<file path="config.mk">
export PLATFORM = sky130hd
export DESIGN_NAME = mem_dbus_ctrl
export DESIGN_NICKNAME = d
export VERILOG_FILES = /design/src/rtl/mem_dbus_ctrl_pkg.sv /design/src/rtl/mem_dbus_ctrl_load_align.sv /design/src/rtl/mem_dbus_ctrl.sv
export SDC_FILE = /design/constraint.sdc
export NUM_CORES = 1
export LEC_CHECK = 0
export ABC_AREA = 0
export CORE_AREA = 5 5 85 165
export DETAILED_ROUTE_END_ITERATION = 10
export DIE_AREA = 0 0 90 170
export HOLD_SLACK_MARGIN = 0.02
export PLACE_DENSITY = 0.9
export SETUP_SLACK_MARGIN = 0.4
export SLEW_MARGIN = 10
export SYNTH_ARGS = -nofsm -noshare
export SYNTH_HDL_FRONTEND = slang
export SYNTH_HIERARCHICAL = 1
export SYNTH_SLANG_ARGS = --single-unit
</file>
<file path="constraint.sdc">
create_clock -name clk -period 3.1 [get_ports clk]
set_clock_uncertainty 0.2 [all_clocks]
set_input_delay 0.31 -clock clk [delete_from_list [all_inputs] [get_ports clk]]
set_output_delay 0.31 -clock clk [all_outputs]
set_load 0.01 [all_outputs]
</file>
<file path="src/rtl/mem_dbus_ctrl_pkg.sv">
// Shared CPU definitions: data-bus FSM states, load-size codes and store lane helpers.
package mem_dbus_ctrl_pkg;

   typedef enum logic [2:0] {
      IDLE,
      REQ,
      WAIT,
      HOLD,
      CANCEL
   } dbus_state_t;

   localparam logic [1:0] SZ_BYTE = 2'd0;
   localparam logic [1:0] SZ_HALF = 2'd1;
   localparam logic [1:0] SZ_WORD = 2'd2;

   // Store size comes from how many byte enables are set, not from their position.
   function automatic logic [1:0] wen_to_size(input logic [3:0] wen);
      logic [2:0] n;
      n = {2'b0, wen[0]} + {2'b0, wen[1]} + {2'b0, wen[2]} + {2'b0, wen[3]};
      case (n)
         3'd1:    return SZ_BYTE;
         3'd2:    return SZ_HALF;
         default: return SZ_WORD;
      endcase
   endfunction

   function automatic logic [31:0] lane_replicate(input logic [31:0] d, input logic [1:0] size);
      case (size)
         SZ_BYTE: return {4{d[7:0]}};
         SZ_HALF: return {2{d[15:0]}};
         default: return d;
      endcase
   endfunction

endpackage

</file>
<file path="src/rtl/mem_dbus_ctrl_load_align.sv">
// load_align: combinational lane select and sign/zero extension of raw bus read data.
// Zero latency; shared with the uncached load path.
module load_align
   import mem_dbus_ctrl_pkg::*;
(
   input  logic [31:0] rdata,
   input  logic [1:0]  addr_lo,
   input  logic [1:0]  size,
   input  logic        sign,
   output logic [31:0] data
);

   logic [7:0]  byte_v;
   logic [15:0] half_v;

   always_comb begin
      case (addr_lo)
         2'd0:    byte_v = rdata[7:0];
         2'd1:    byte_v = rdata[15:8];
         2'd2:    byte_v = rdata[23:16];
         default: byte_v = rdata[31:24];
      endcase
      half_v = addr_lo[1] ? rdata[31:16] : rdata[15:0];
      case (size)
         SZ_BYTE: data = {{24{sign & byte_v[7]}}, byte_v};
         SZ_HALF: data = {{16{sign & half_v[15]}}, half_v};
         default: data = rdata;
      endcase
   end

endmodule

</file>
<file path="src/rtl/mem_dbus_ctrl.sv">
// mem_dbus_ctrl: MEM-stage data-bus controller, one request/response per access, min 2-cycle latency; mem_stall holds the pipe.
// Define DBUS_TIMEOUT_EN to add a WAIT/CANCEL watchdog that raises mem_bus_err after TIMEOUT_CYCLES.
module mem_dbus_ctrl
   import mem_dbus_ctrl_pkg::*;
#(
   parameter int ADDR_W         = 32,
   parameter int TIMEOUT_CYCLES = 255
) (
   input  logic              clk,
   input  logic              resetn,
   input  logic              mem_valid,
   input  logic [ADDR_W-1:0] mem_addr,
   input  logic [31:0]       mem_wdata,
   input  logic [3:0]        mem_wen,
   input  logic [1:0]        mem_ld_size,
   input  logic              mem_ld_sign,
   input  logic              mem_except,
   input  logic              mem_flush,
   input  logic              mem_wr,
   output logic              data_req,
   output logic              data_wr,
   output logic [1:0]        data_size,
   output logic [ADDR_W-1:0] data_addr,
   output logic [3:0]        data_wstrb,
   output logic [31:0]       data_wdata,
   input  logic              data_addr_ok,
   input  logic              data_data_ok,
   input  logic [31:0]       data_rdata,
   output logic [31:0]       mem_rdata,
   output logic              mem_stall,
   output logic              mem_bus_err
);

   dbus_state_t       state_q, state_d;
   logic              wr_q, wr_d;
   logic [1:0]        size_q, size_d;
   logic [ADDR_W-1:0] addr_q, addr_d;
   logic [3:0]        wstrb_q, wstrb_d;
   logic [31:0]       wdata_q, wdata_d;
   logic              sign_q, sign_d;
   logic [31:0]       rdata_q, rdata_d;
   logic [31:0]       ld_data;
   logic              start, req, stall, timeout;

   assign start = (state_q == IDLE) & mem_valid & ~mem_except & ~mem_flush;

`ifdef DBUS_TIMEOUT_EN
   localparam int CNT_W = ($clog2(TIMEOUT_CYCLES + 1) > 8) ? $clog2(TIMEOUT_CYCLES + 1) : 8;
   logic [CNT_W-1:0] cnt_q, cnt_d;
   logic             waiting;

   // Counter is zero in every other state, so it restarts on each entry to WAIT.
   assign waiting     = (state_q == WAIT) | (state_q == CANCEL);
   assign cnt_d       = waiting ? cnt_q + CNT_W'(1) : '0;
   assign timeout     = waiting & (cnt_q == CNT_W'(TIMEOUT_CYCLES - 1));
   assign mem_bus_err = timeout;

   always_ff @(posedge clk or negedge resetn) begin
      if (!resetn) cnt_q <= '0;
      else         cnt_q <= cnt_d;
   end
`else
   assign timeout     = 1'b0;
   assign mem_bus_err = 1'b0;
`endif

   load_align u_load_align (
      .rdata   (data_rdata),
      .addr_lo (addr_q[1:0]),
      .size    (size_q),
      .sign    (sign_q),
      .data    (ld_data)
   );

   always_comb begin
      state_d = state_q;
      wr_d    = wr_q;
      size_d  = size_q;
      addr_d  = addr_q;
      wstrb_d = wstrb_q;
      wdata_d = wdata_q;
      sign_d  = sign_q;
      rdata_d = rdata_q;
      req     = 1'b0;
      stall   = 1'b0;
      case (state_q)
         IDLE: begin
            if (start) begin
               req     = 1'b1;
               stall   = 1'b1;
               wr_d    = |mem_wen;
               size_d  = (|mem_wen) ? wen_to_size(mem_wen) : mem_ld_size;
               addr_d  = mem_addr;
               wstrb_d = mem_wen;
               wdata_d = (|mem_wen) ? lane_replicate(mem_wdata, wen_to_size(mem_wen)) : 32'h0;
               sign_d  = mem_ld_sign;
               state_d = data_addr_ok ? WAIT : REQ;
            end
         end
         REQ: begin
            req   = 1'b1;
            stall = 1'b1;
            if (mem_flush)         state_d = data_addr_ok ? CANCEL : IDLE;
            else if (data_addr_ok) state_d = WAIT;
         end
         WAIT: begin
            stall = 1'b1;
            if (data_data_ok) begin
               stall = 1'b0;
               if (mem_flush) begin
                  state_d = IDLE;
               end else begin
                  rdata_d = ld_data;
                  state_d = mem_wr ? IDLE : HOLD;
               end
            end else if (timeout) begin
               stall   = 1'b0;
               rdata_d = 32'h0;
               state_d = IDLE;
            end else if (mem_flush) begin
               state_d = CANCEL;
            end
         end
         HOLD: begin
            if (mem_wr | mem_flush) state_d = IDLE;
         end
         CANCEL: begin
            if (data_data_ok) begin
               state_d = IDLE;
            end else if (timeout) begin
               rdata_d = 32'h0;
               state_d = IDLE;
            end
         end
         default: state_d = IDLE;
      endcase
   end

   always_ff @(posedge clk or negedge resetn) begin
      if (!resetn) begin
         state_q <= IDLE;
         wr_q    <= 1'b0;
         size_q  <= 2'd0;
         addr_q  <= '0;
         wstrb_q <= 4'd0;
         wdata_q <= 32'h0;
         sign_q  <= 1'b0;
         rdata_q <= 32'h0;
      end else begin
         state_q <= state_d;
         wr_q    <= wr_d;
         size_q  <= size_d;
         addr_q  <= addr_d;
         wstrb_q <= wstrb_d;
         wdata_q <= wdata_d;
         sign_q  <= sign_d;
         rdata_q <= rdata_d;
      end
   end

   // Bus fields show the captured copy except in the launch cycle, where the new access goes out directly.
   assign data_req   = req;
   assign data_wr    = wr_d;
   assign data_size  = size_d;
   assign data_addr  = addr_d;
   assign data_wstrb = wstrb_d;
   assign data_wdata = wdata_d;
   assign mem_rdata  = rdata_d;
   assign mem_stall  = stall;

endmodule

</file>
==> results.sh <==
export IMPL_status="finished clean"
export IMPL_grt_total_usage=0.254
export IMPL_irDropWorstVdd_mv=0.581
export IMPL_cts_htree_levels=3
export IMPL_first_iter_violations=246
export IMPL_setup_viol_count_final=0
export IMPL_syn_num_nets=662
export IMPL_fin_ws_ns=0.108
export IMPL_cts_max_path_buffers=2
export IMPL_clkLatencyLatePin_ns=0.34
export IMPL_arrival_ns=2.48
export IMPL_avgRoutedWirePerCell_um=21.3
export IMPL_die_area_sq_um=15300
export IMPL_max_cap_violations=0
export IMPL_worstPathCellList="buf_8, inv_4, fa_1, inv_2, ha_4, ha_4, xnor2_4, nor2_4, buf_12, buf_16, buf_8, o21ai_2, o21ai_2, buf_2"
export IMPL_crit_family="adder cells"
export IMPL_cts_inserted_buffers=9
export IMPL_synth_ff_type="dfrtp_1"
export IMPL_antenna_found_initial=0
export IMPL_num_rows=58
export IMPL_fin_crit_sh=0.965
export IMPL_slowest_delay_ns=0.54
export IMPL_die_w_um=90
export IMPL_drive_above_1_share=0.365
export IMPL_holdWs_ns=0.131
export IMPL_hpwl_um=13900
export IMPL_place_ws_ns=-0.707
export IMPL_grt_pass1_wl_um=30900
export IMPL_fmax_ghz=0.334
export IMPL_critical_path_class="input pin to primary output"
export IMPL_finalHoldViolations=0
export IMPL_fin_tns_setup_ns=0
export IMPL_start_util=0.429
export IMPL_vias=5521
export IMPL_fin_nets=952
export IMPL_crit_path_top_delay_cell="fa_1"
export IMPL_synthCells=547
export IMPL_yosysMostFrequentCell="nand2_1"
export IMPL_grt_pass1_vias=5890
export IMPL_placedCellCount=903
export IMPL_synth_seq_cells=107
export IMPL_viasPerCell=5.57
export IMPL_avgSynthCellArea_sq_um=9.85
export IMPL_ys_warn_count=6
export IMPL_synth_edff_count=0
export IMPL_portBuffers=215
export IMPL_final_max_slew_viol_count=0
export IMPL_dr_pass1_iters=7
export IMPL_synthDominantCellAreaShare=0.497
export IMPL_period_minus_slack_ns=2.99
export IMPL_worst_path_buf_inv=7
export IMPL_syn_area_sq_um=5390
export IMPL_synth_area_top_cells="dfrtp_1 (50%), nand2_1 (12%), mux2_2 (7.3%), mux2i_1 (4.6%), o21ai_0 (3.2%)"
export IMPL_grt_max_degree=67
export IMPL_synthTopCellsByCount="nand2_1 (176), dfrtp_1 (107), mux2_2 (35), o21ai_0 (35), mux2i_1 (25)"
export IMPL_worst_setup_path_end_kind="primary output"
export IMPL_overflow=0
export IMPL_ys_types=43
export IMPL_p_leak_nw=4.50
export IMPL_cts_root_buf="clkbuf_16"
export IMPL_worst_pin_slew_ns=0.567
export IMPL_ant_nets=0
export IMPL_gp_congestion=0.930
export IMPL_seq_area_frac_synth=0.497
export IMPL_yosysTopAreaCell="dfrtp_1"
export IMPL_clock_sinks=107
export IMPL_chipHeight_um=170
export IMPL_num_io_pins=217
export IMPL_fin_cells=992
export IMPL_diodes=0
export IMPL_power_density_nw_per_um2=964
export IMPL_start_kind="input pin"
export IMPL_core_sq_um=12600
export IMPL_hp_class="input pin to register"
export IMPL_relSlewSlack=0.622
export IMPL_path_clk_slew_ns=0.07
export IMPL_route_detailed_drc=0
export IMPL_critPathRequiredTime_ns=2.59
export IMPL_crit_fanout=5
export IMPL_rsz0062_at_grt="true"
export IMPL_cts_tree="done"
export IMPL_flow_area_growth_from_synthesis_pct=70.9
export IMPL_synthArstFlopShare=1.00
export IMPL_routed_wl_um=21100
-- what timing repair did --
item | 4_1_cts | 5_1_grt
pin swaps | 42 | 38
resized for setup | 386 | 83
setup buffers | 47 | 18
hold endpoints to repair | 41 | 0
hold buffers | 1 | 0
gates cloned | 6 | 1
setup endpoints to repair | 105 | 88
-- flip-flops by register name, summed over array words and instances (netlist names) --
| signal | count |
|---|---|
| wdata_q | 32 |
| wr_q | 1 |
| sign_q | 1 |
| state_q | 3 |
| size_q | 2 |
| rdata_q | 32 |
| wstrb_q | 4 |
| addr_q | 32 |
-- cell families (layout without fill, tap and decap cells) --
group	count (synthesis)	count (layout)	share of synthesized area
mux	60	60	0.120
other cells	1	1	0.000696
simple gates	215	215	0.170
buf+inv	52	347	0.0539
fa+ha+maj	4	4	0.0107
xor+xnor	2	2	0.00325
flops	107	107	0.497
compound gates	106	106	0.145
-- cell usage in the layout, fill, tap and decap left out, types with 22 or more instances in the layout --
| cell type | netlist | final |
|---|---|---|
| buf_2 | 16 | 35 |
| buf_4 | 4 | 61 |
| buf_6 | 8 | 49 |
| clkdlybuf4s50_1 | 0 | 105 |
| dfrtp_1 | 107 | 101 |
| dlygate4sd2_1 | 0 | 22 |
| mux2_4 | 0 | 26 |
| mux2i_1 | 25 | 25 |
| nand2_1 | 176 | 176 |
| o21ai_2 | 0 | 25 |
-- final cells by class --
| cell class | instances | area [sq um] |
|---|---|---|
| Timing Repair Buffer | 322 | 3090 |
| Clock buffer | 11 | 233 |
| Multi-Input combinational cell | 388 | 2890 |
| Inverter | 9 | 41.3 |
| Tap cell | 150 | 188 |
| Clock inverter | 5 | 85.1 |
| Sequential cell | 107 | 2690 |
| Fill cell | 819 | 3340 |
-- layer usage --
metal,track usage,up-vias,routed length (um)
met5,0,-,0
met4,0.159,0,1310
met3,0.0531,82,1010
met2,0.480,262,12100
met1,0.245,2714,6650
li1,-,2463,-
-- power breakdown --
| group | internal (mW) | switching, mW |
|---|---|---|
| combinational | 2.74 | 2.62 |
| sequential | 2.04 | 0.243 |
| clock | 0.715 | 0.527 |
-- stage by stage --
stage                     instance area, sq um  total power, mW  utilization
after floorplan                           5640             4.53            -
after global placement                    8050             6.54        0.642
after detailed placement                  8050             6.70        0.642
after CTS                                 8950             8.40        0.713
after global routing                      9210             9.33        0.734
final                                     9210             8.88        0.734
-- tightest hold or removal path: stages --
cell and delay (ns):
buf_8 0.10, inv_4 0.05, buf_4 0.09, o21ai_1 0.07
-- worst paths after layout --
path	depth (start not counted)	from	endpoint	slack, ns
worst min-delay path	4	mem_wen[3]	wstrb_q[3]$_DFF_PN0_	0.13
worst min register to register	2	wdata_q[29]$_DFF_PN0_	wdata_q[29]$_DFF_PN0_	0.27
max in group asynchronous	3	resetn	addr_q[18]$_DFF_PN0_	1.60
worst max register to register	11	state_q[0]$_DFFE_PN0P_	wdata_q[23]$_DFF_PN0_	0.54
min in group asynchronous	2	resetn	wdata_q[22]$_DFF_PN0_	0.31
worst max-delay path	14	mem_wen[3]	data_wdata[28]	0.11
No activity file was read; power rests on OpenSTA's default activity.
